$ cat src/rtl/multicycle_control.sv
// Main control FSM for the multicycle MIPS datapath: sequences fetch, decode,
// execute, memory and writeback, and drives every datapath enable and mux select.
module multicycle_control #(
    parameter logic [5:0] OP_RTYPE = 6'b000000,
    parameter logic [5:0] OP_LW    = 6'b100011,
    parameter logic [5:0] OP_SW    = 6'b101011,
    parameter logic [5:0] OP_BEQ   = 6'b000100,
    parameter logic [5:0] OP_ADDI  = 6'b001000,
    parameter logic [5:0] OP_J     = 6'b000010
) (
    input  logic       clk,
    input  logic       reset,
    input  logic [5:0] opcode,
    input  logic       zero,
    output logic       iord,
    output logic       mem_write,
    output logic       ir_write,
    output logic       reg_write,
    output logic       pc_en,
    output logic       reg_dst,
    output logic       mem_to_reg,
    output logic       alu_src_a,
    output logic [1:0] alu_src_b,
    output logic [1:0] pc_src,
    output logic [1:0] alu_op,
    output logic       illegal_op,
    output logic [3:0] state
);

    typedef enum logic [3:0] {
        S_FETCH    = 4'd0,
        S_DECODE   = 4'd1,
        S_MEMADR   = 4'd2,
        S_MEMRD    = 4'd3,
        S_MEMWB    = 4'd4,
        S_MEMWR    = 4'd5,
        S_EXECUTE  = 4'd6,
        S_ALUWB    = 4'd7,
        S_BRANCH   = 4'd8,
        S_ADDIEXEC = 4'd9,
        S_ADDIWB   = 4'd10,
        S_JUMP     = 4'd11
    } state_t;

    state_t r_state;
    state_t w_next;
    logic   w_pcWrite;
    logic   w_branch;

    always_ff @(posedge clk or posedge reset) begin
        if (reset) r_state <= S_FETCH;
        else       r_state <= w_next;
    end

    // Unused encodings fall through the default and recover to FETCH.
    always_comb begin
        w_next = S_FETCH;
        case (r_state)
            S_FETCH: w_next = S_DECODE;
            S_DECODE: begin
                case (opcode)
                    OP_LW, OP_SW: w_next = S_MEMADR;
                    OP_RTYPE:     w_next = S_EXECUTE;
                    OP_BEQ:       w_next = S_BRANCH;
                    OP_ADDI:      w_next = S_ADDIEXEC;
                    OP_J:         w_next = S_JUMP;
                    default:      w_next = S_FETCH;
                endcase
            end
            S_MEMADR:   w_next = (opcode == OP_SW) ? S_MEMWR : S_MEMRD;
            S_MEMRD:    w_next = S_MEMWB;
            S_EXECUTE:  w_next = S_ALUWB;
            S_ADDIEXEC: w_next = S_ADDIWB;
            default:    w_next = S_FETCH;
        endcase
    end

    always_comb begin
        iord       = 1'b0;
        mem_write  = 1'b0;
        ir_write   = 1'b0;
        reg_write  = 1'b0;
        reg_dst    = 1'b0;
        mem_to_reg = 1'b0;
        alu_src_a  = 1'b0;
        alu_src_b  = 2'b00;
        pc_src     = 2'b00;
        alu_op     = 2'b00;
        illegal_op = 1'b0;
        w_pcWrite  = 1'b0;
        w_branch   = 1'b0;
        case (r_state)
            S_FETCH: begin
                ir_write  = 1'b1;
                w_pcWrite = 1'b1;
                alu_src_b = 2'b01;
            end
            // Branch target is precomputed here while the opcode is decoded.
            S_DECODE: begin
                alu_src_b = 2'b11;
                case (opcode)
                    OP_LW, OP_SW, OP_RTYPE, OP_BEQ, OP_ADDI, OP_J: illegal_op = 1'b0;
                    default:                                      illegal_op = 1'b1;
                endcase
            end
            S_MEMADR: begin
                alu_src_a = 1'b1;
                alu_src_b = 2'b10;
            end
            S_MEMRD: iord = 1'b1;
            S_MEMWB: begin
                reg_write  = 1'b1;
                mem_to_reg = 1'b1;
            end
            S_MEMWR: begin
                iord      = 1'b1;
                mem_write = 1'b1;
            end
            S_EXECUTE: begin
                alu_src_a = 1'b1;
                alu_op    = 2'b10;
            end
            S_ALUWB: begin
                reg_write = 1'b1;
                reg_dst   = 1'b1;
            end
            S_BRANCH: begin
                alu_src_a = 1'b1;
                alu_op    = 2'b01;
                w_branch  = 1'b1;
                pc_src    = 2'b01;
            end
            S_ADDIEXEC: begin
                alu_src_a = 1'b1;
                alu_src_b = 2'b10;
            end
            S_ADDIWB: reg_write = 1'b1;
            S_JUMP: begin
                w_pcWrite = 1'b1;
                pc_src    = 2'b10;
            end
            default: ;
        endcase
    end

    assign pc_en = w_pcWrite | (w_branch & zero);
    assign state = r_state;

endmodule
$ cat config.mk
export PLATFORM = sky130hd
export DESIGN_NAME = multicycle_control
export DESIGN_NICKNAME = d
export VERILOG_FILES = /design/src/rtl/multicycle_control.sv
export SDC_FILE = /design/constraint.sdc
export NUM_CORES = 1
export LEC_CHECK = 0
export ABC_AREA = 1
export BUFFER_PORTS_ARGS = -buffer_cell sky130_fd_sc_hd__buf_2
export CORE_AREA = 2 2 39 41
export DETAILED_ROUTE_END_ITERATION = 10
export DIE_AREA = 0 0 41 43
export GPL_TIMING_DRIVEN = 0
export REMOVE_ABC_BUFFERS = 1
export SKIP_LAST_GASP = 1
export SLEW_MARGIN = 20
export SYNTH_ARGS = -nofsm -noshare
export SYNTH_HDL_FRONTEND = slang
export SYNTH_SLANG_ARGS = --single-unit
$ cat constraint.sdc
create_clock -name clk -period 1.7 [get_ports clk]
set_input_delay 0 -clock clk [delete_from_list [all_inputs] [get_ports clk]]
set_output_delay 0 -clock clk [all_outputs]
set_load 0.02 [all_outputs]
After elaboration in Yosys (flattened, before gate mapping):

Index checks and enable logic that the tools add are counted.

* flip-flop bits (word level): 4
* input port bits: 9
* output and inout port bits: 19
* word-level logic and storage cells: 45

* equality and inequality tests: 16
* multiplexer cells: 17
* bitwise gates (word level): 2
* reductions and logical operators: 9

Operator list (count)
* 4-bit one-hot mux with 6 select lines: 1
* 4-bit one-hot mux with 5 select lines: 1
* 4-bit by 3-bit == test with 1-bit output (second input constant): 4
* 4-bit == test (second input constant): 4
* 6-bit == test (second input constant): 2
* 1-bit two-way mux: 11
* 4-bit by 2-bit == test with 1-bit output (second input constant): 2
* 2-bit one-hot mux with 2 select lines: 2
* 2-bit OR reduction: 4
* 6-bit by 2-bit == test with 1-bit output (second input constant): 1
* 6-bit by 3-bit == test with 1-bit output (second input constant): 1
* 6-bit by 4-bit == test with 1-bit output (second input constant): 1
* 6-bit zero test: 1
* 2-bit one-hot mux with 3 select lines: 1
* 6-bit OR reduction: 1
* 4-bit by 1-bit == test with 1-bit output (second input constant): 1
* 4-bit zero test: 1
* 4-bit OR reduction: 1
* 3-bit two-way mux: 1
* 3-bit OR reduction: 1
* 1-bit bitwise AND: 1
* 1-bit bitwise OR: 1

Depth between registers and ports, before layout:

* word-level depth: 4
* depth in mapped cells: 7
* gate-level depth less buffers: 7

Least setup slack after synthesis:

No wires, ideal clock.

* kind: reg2out
* start: register r_state[2], in the netlist state[2]
* end: output port reg_write
* arrival time: 1.395 ns
* data required time: 1.700 ns
* path slack: 0.305 ns
* stages on the path, launching flop included: 7
* path buffers: 0
* cell sequence: dfrtp_1 > inv_1 > nor2_1 > inv_1 > nor2_1 > a21oi_1 > o21ai_0

* word-level cells in the longest chain between the ends: 3
* elaborated cells between the ends (all ways): 5
* classes of those cells: eq/ne (3); mux (1); reduce/logical (1)

RTL lines
* start: declaration: line 45 `state_t r_state;`
* start signal: assignment: line 52 `else r_state <= w_next;`
* 4-bit by 3-bit == test with 1-bit output or 4-bit == test (tied branches): line 92 `case (r_state)`
* 3-bit OR reduction (no source line) (*)
* 1-bit two-way mux (*): line 92
* end: declaration: line 18 `output logic reg_write,`

Mark *: on every way between the ends. The rest lies on a longest branch, timed or not.

Worst setup path in the final report:

* start: register r_state[2], in the netlist state[2]
* end: output port pc_en

* word-level cells in the longest chain between the ends: 4
* elaborated cells between the ends (all ways): 8
* classes of those cells: eq/ne (2); mux (2); bitwise (2); reduce/logical (2)

RTL lines
* 4-bit == test or 4-bit zero test (tied branches): line 92
* 2-bit OR reduction (no source line) or 1-bit two-way mux (tied branches)
* 1-bit two-way mux or 1-bit bitwise AND (tied branches): line 92, 146
* 1-bit bitwise OR (*): line 146 `assign pc_en = w_pcWrite | (w_branch & zero);`
* end: declaration: line 19 `output logic pc_en,`

Marks and branches as above.

==> impl.org <==
** Route
- After detailed routing, the total wire length is 1.16 mm.
- Wire length per cell after detailed routing :: slightly above 9 microns
- Remaining design rule violation count :: 0
- Dividing the detail-routed via count by the number of cells gives ~4.6.
- Total via count after detailed routing :: approximately 590
- In this run, the number of DRC markers left after iteration 0 of detailed routing was 3.
- The detail route stage leaves a number of antenna-violating nets equal to 0.
- The pre-antenna-repair detailed-routing pass consisted of 2 iterations.

** STA
- Slack of the critical path :: 0.271 ns
- Peak Freq :: between 600 and 700 MHz
- Minimum clock period :: 1.43 ns
- Final number of max-transition violations :: 0
- Unrepaired setup endpoints after global routing :: no
- Fin Hold WS :: around 0.16 ns
- Normalized max-slew margin :: 81.5%
- Post-route clock period utilization :: roughly 84%
- The final-report hold violation count was 0.
- Number of failing setup endpoints in the final timing report :: 0
- Worst Max-Slew Pin Slew :: between 0.2 and 0.3 ns
- Setup TNS :: 0 ns
- Clk_skew :: 0.00397 ns

** GRT
- Combined global-route utilization of all metal layers :: 16.4%
- Vias in the first global route :: between 400 and 500
- Pin count of the biggest net entering global routing :: 9
- For this run, global-route usage on met3 was measured as 9.42%.
- The global routing stage identified its most utilized layer as met2.
- The number of antenna violations at the first check in global routing is 0.
- For met1 alone, demand over resource in global routing was 17.5%.
- Gr ovfl total :: 0
- For met2 alone, demand over resource in global routing was 25.6%.
- The first global-routing pass estimated around 1.9 mm of wire.

** Cells and area
- The area growth from synthesis to layout is 43.5%.
- Total area of multi-input combinational cells :: between 200 and 300 sq um
- The post-route netlist has between 30% and 40% of its cells at a drive strength greater than 1.
- Net count reported at finish :: about 120
- The register with the most flip-flops in the layout has 4 of them.
- In the final layout, flip-flops and latches occupy around 100 sq um.
- Leading cell types in the layout, fill and taps excluded :: 27 x sky130_fd_sc_hd__buf_2, 20 x sky130_fd_sc_hd__nor2_1, 17 x sky130_fd_sc_hd__nand2_1
- The number of antenna diodes in the final layout is 0.
- Layout Cell Area excl Fill :: between 600 and 700 sq um
- Number of fillers in the final layout :: 168
- Commonest non-fill, non-tap cell in the layout :: sky130_fd_sc_hd__buf_2

** Yosys
- Portion of the post-synthesis area used by sequential elements :: roughly 23%
- Netlist area before placement :: roughly 430 sq um
- Averaged over all synthesized cells, the footprint is around 5.4 sq um.
- Synth Register Bits :: 4
- Post-synthesis cell count :: 80
- Post-synthesis cell type count :: 14
- Number of warning messages in the yosys log :: 0

** Clocking
- Maximum root-to-sink buffer count :: 2
- The number of setup buffers added after CTS is 0.
- Counting every sink on the clock net gives 4.
- CTS built an H-tree with a depth of 1.
- Counting the buffers created by CTS gives 3.
- Cell chosen for the clock root :: sky130_fd_sc_hd__clkbuf_4
- The later pin in the worst-skew pair is clocked with a latency of between 0.2 and 0.25 ns.
- After clock tree synthesis, the repair step resized 0 gates.
- TritonCTS built the clock tree.
- Reg clk slew, reported paths :: 0.03 ns

** Power
- In this run the static leakage power is ~0.41 nW.
- Pwr dens :: around 1500 nW/um^2
- VDD sags by at most around 0.66 mV.

** Worst hold path
- The min-delay analysis places its worst path in the category input port to register.

** Critical path
- STA classifies the critical path endpoint as an output port.
- Worst EP required :: ~1.7 ns
- CP Class :: register to output port
- Largest fanout of any net on the critical path :: 4
- STA puts the critical path data arrival time at 1.43 ns.
- The worst setup path is launched from a register.

** Placed design
- After legalization and detailed placement, the total HPWL measured about 1000 microns.
- At the end of routability-driven placement, the weighted congestion stood at 0.670.
- Number of buffers inserted by port buffering :: 27
- The placed instances occupy a cell area of about 600 sq um.
- Prior to clock tree synthesis, the placed netlist has a worst setup slack of between 0.5 and 0.6 ns.

** Run
- Number of max-capacitance violations reported :: 0

** Floorplan
- Starting utilization of the core area :: between 30% and 40%
- Die span in y :: between 40 and 50 microns
- Number of cell rows :: 14
- The die covers between 1500 and 2000 sq um.
- Die X-Extent :: about 40 microns
- For this design the top-level I/O count stands at 28.
- Core area :: about 1400 sq um

** Status
- Result of the run :: finished clean
## Yosys cell counts, drive strengths merged
cell type  number  share of area (%)
nand3b          1                1.7
a21oi           5                5.8
nand4           2                2.9
nor2           23                 23
nor3            1                1.2
inv            14                 12
dfrtp           4                 23
nand2          18                 16
nand3           6                7.0
o21ai           6                7.0
## stage by stage
step	total power [W]	utilization, %	std cells
finish	0.000951	44.8	127
global route	0.00105	44.8	127
CTS	0.000961	44.8	127
detailed placement	0.000836	42.4	123
global placement	0.000833	42.4	123
floorplan	0.000627	-	80
## power by group
| part | leakage, nW | internal, W | switching, W | total (W) |
|---|---|---|---|---|
| combinational | 0.343 | 0.000203 | 0.000450 | 0.000653 |
| clock | 0.0138 | 0.0000791 | 0.0000410 | 0.000120 |
| sequential | 0.0531 | 0.000125 | 0.0000529 | 0.000178 |
| total | 0.410 | 0.000408 | 0.000543 | 0.000951 |
## per-layer routing
metal	up-vias	wire, microns
met4	0	9
met2	23	533
met1	248	509
met3	3	105
met5	-	0
li1	312	-
## path summary, 6_finish.rpt
path,end,startpoint,cells after the start,slack (ns)
max,pc_en,state[2],6,0.27
min,state[1],opcode[4],5,0.16
max reg2reg,state[1],state[2],5,0.53
min reg2reg,state[0],state[3],3,0.66
max in group asynchronous,state[1],reset,3,1.36
min in group asynchronous,state[3],reset,3,0.18
## worst max-delay path: stages, from the launching register on
cell	delay (ns)
sky130_fd_sc_hd__dfrtp_1	0.40
sky130_fd_sc_hd__inv_1	0.10
sky130_fd_sc_hd__nand2_1	0.15
sky130_fd_sc_hd__nor2_1	0.23
sky130_fd_sc_hd__a21oi_1	0.05
sky130_fd_sc_hd__o21ai_0	0.07
sky130_fd_sc_hd__buf_2	0.18
## what timing repair did
item | 4_1_cts | 5_1_grt
endpoints found under the hold margin | 4 | 0
setup endpoints to repair | 0 | 0
hold buffers | 1 | 0
## layout make-up
cell class | count | share of cell area (%)
inverters | 14 | 8.48
repair buffers | 28 | 23.4
multi-input cells | 62 | 45.1
clock buffers | 3 | 3.64
flip-flops and latches | 4 | 16.2
well taps | 16 | 3.23
## cells by family (layout without fill, tap and decap cells)
kind of cell / count (synthesis) / after routing / share of synthesized area (%)
buf+inv: 14 / 45 / 12.2
compound gates: 11 / 11 / 12.8
simple gates: 51 / 51 / 51.9
flops: 4 / 4 / 23.2
Note: power is estimated with default switching activity, not from simulation.
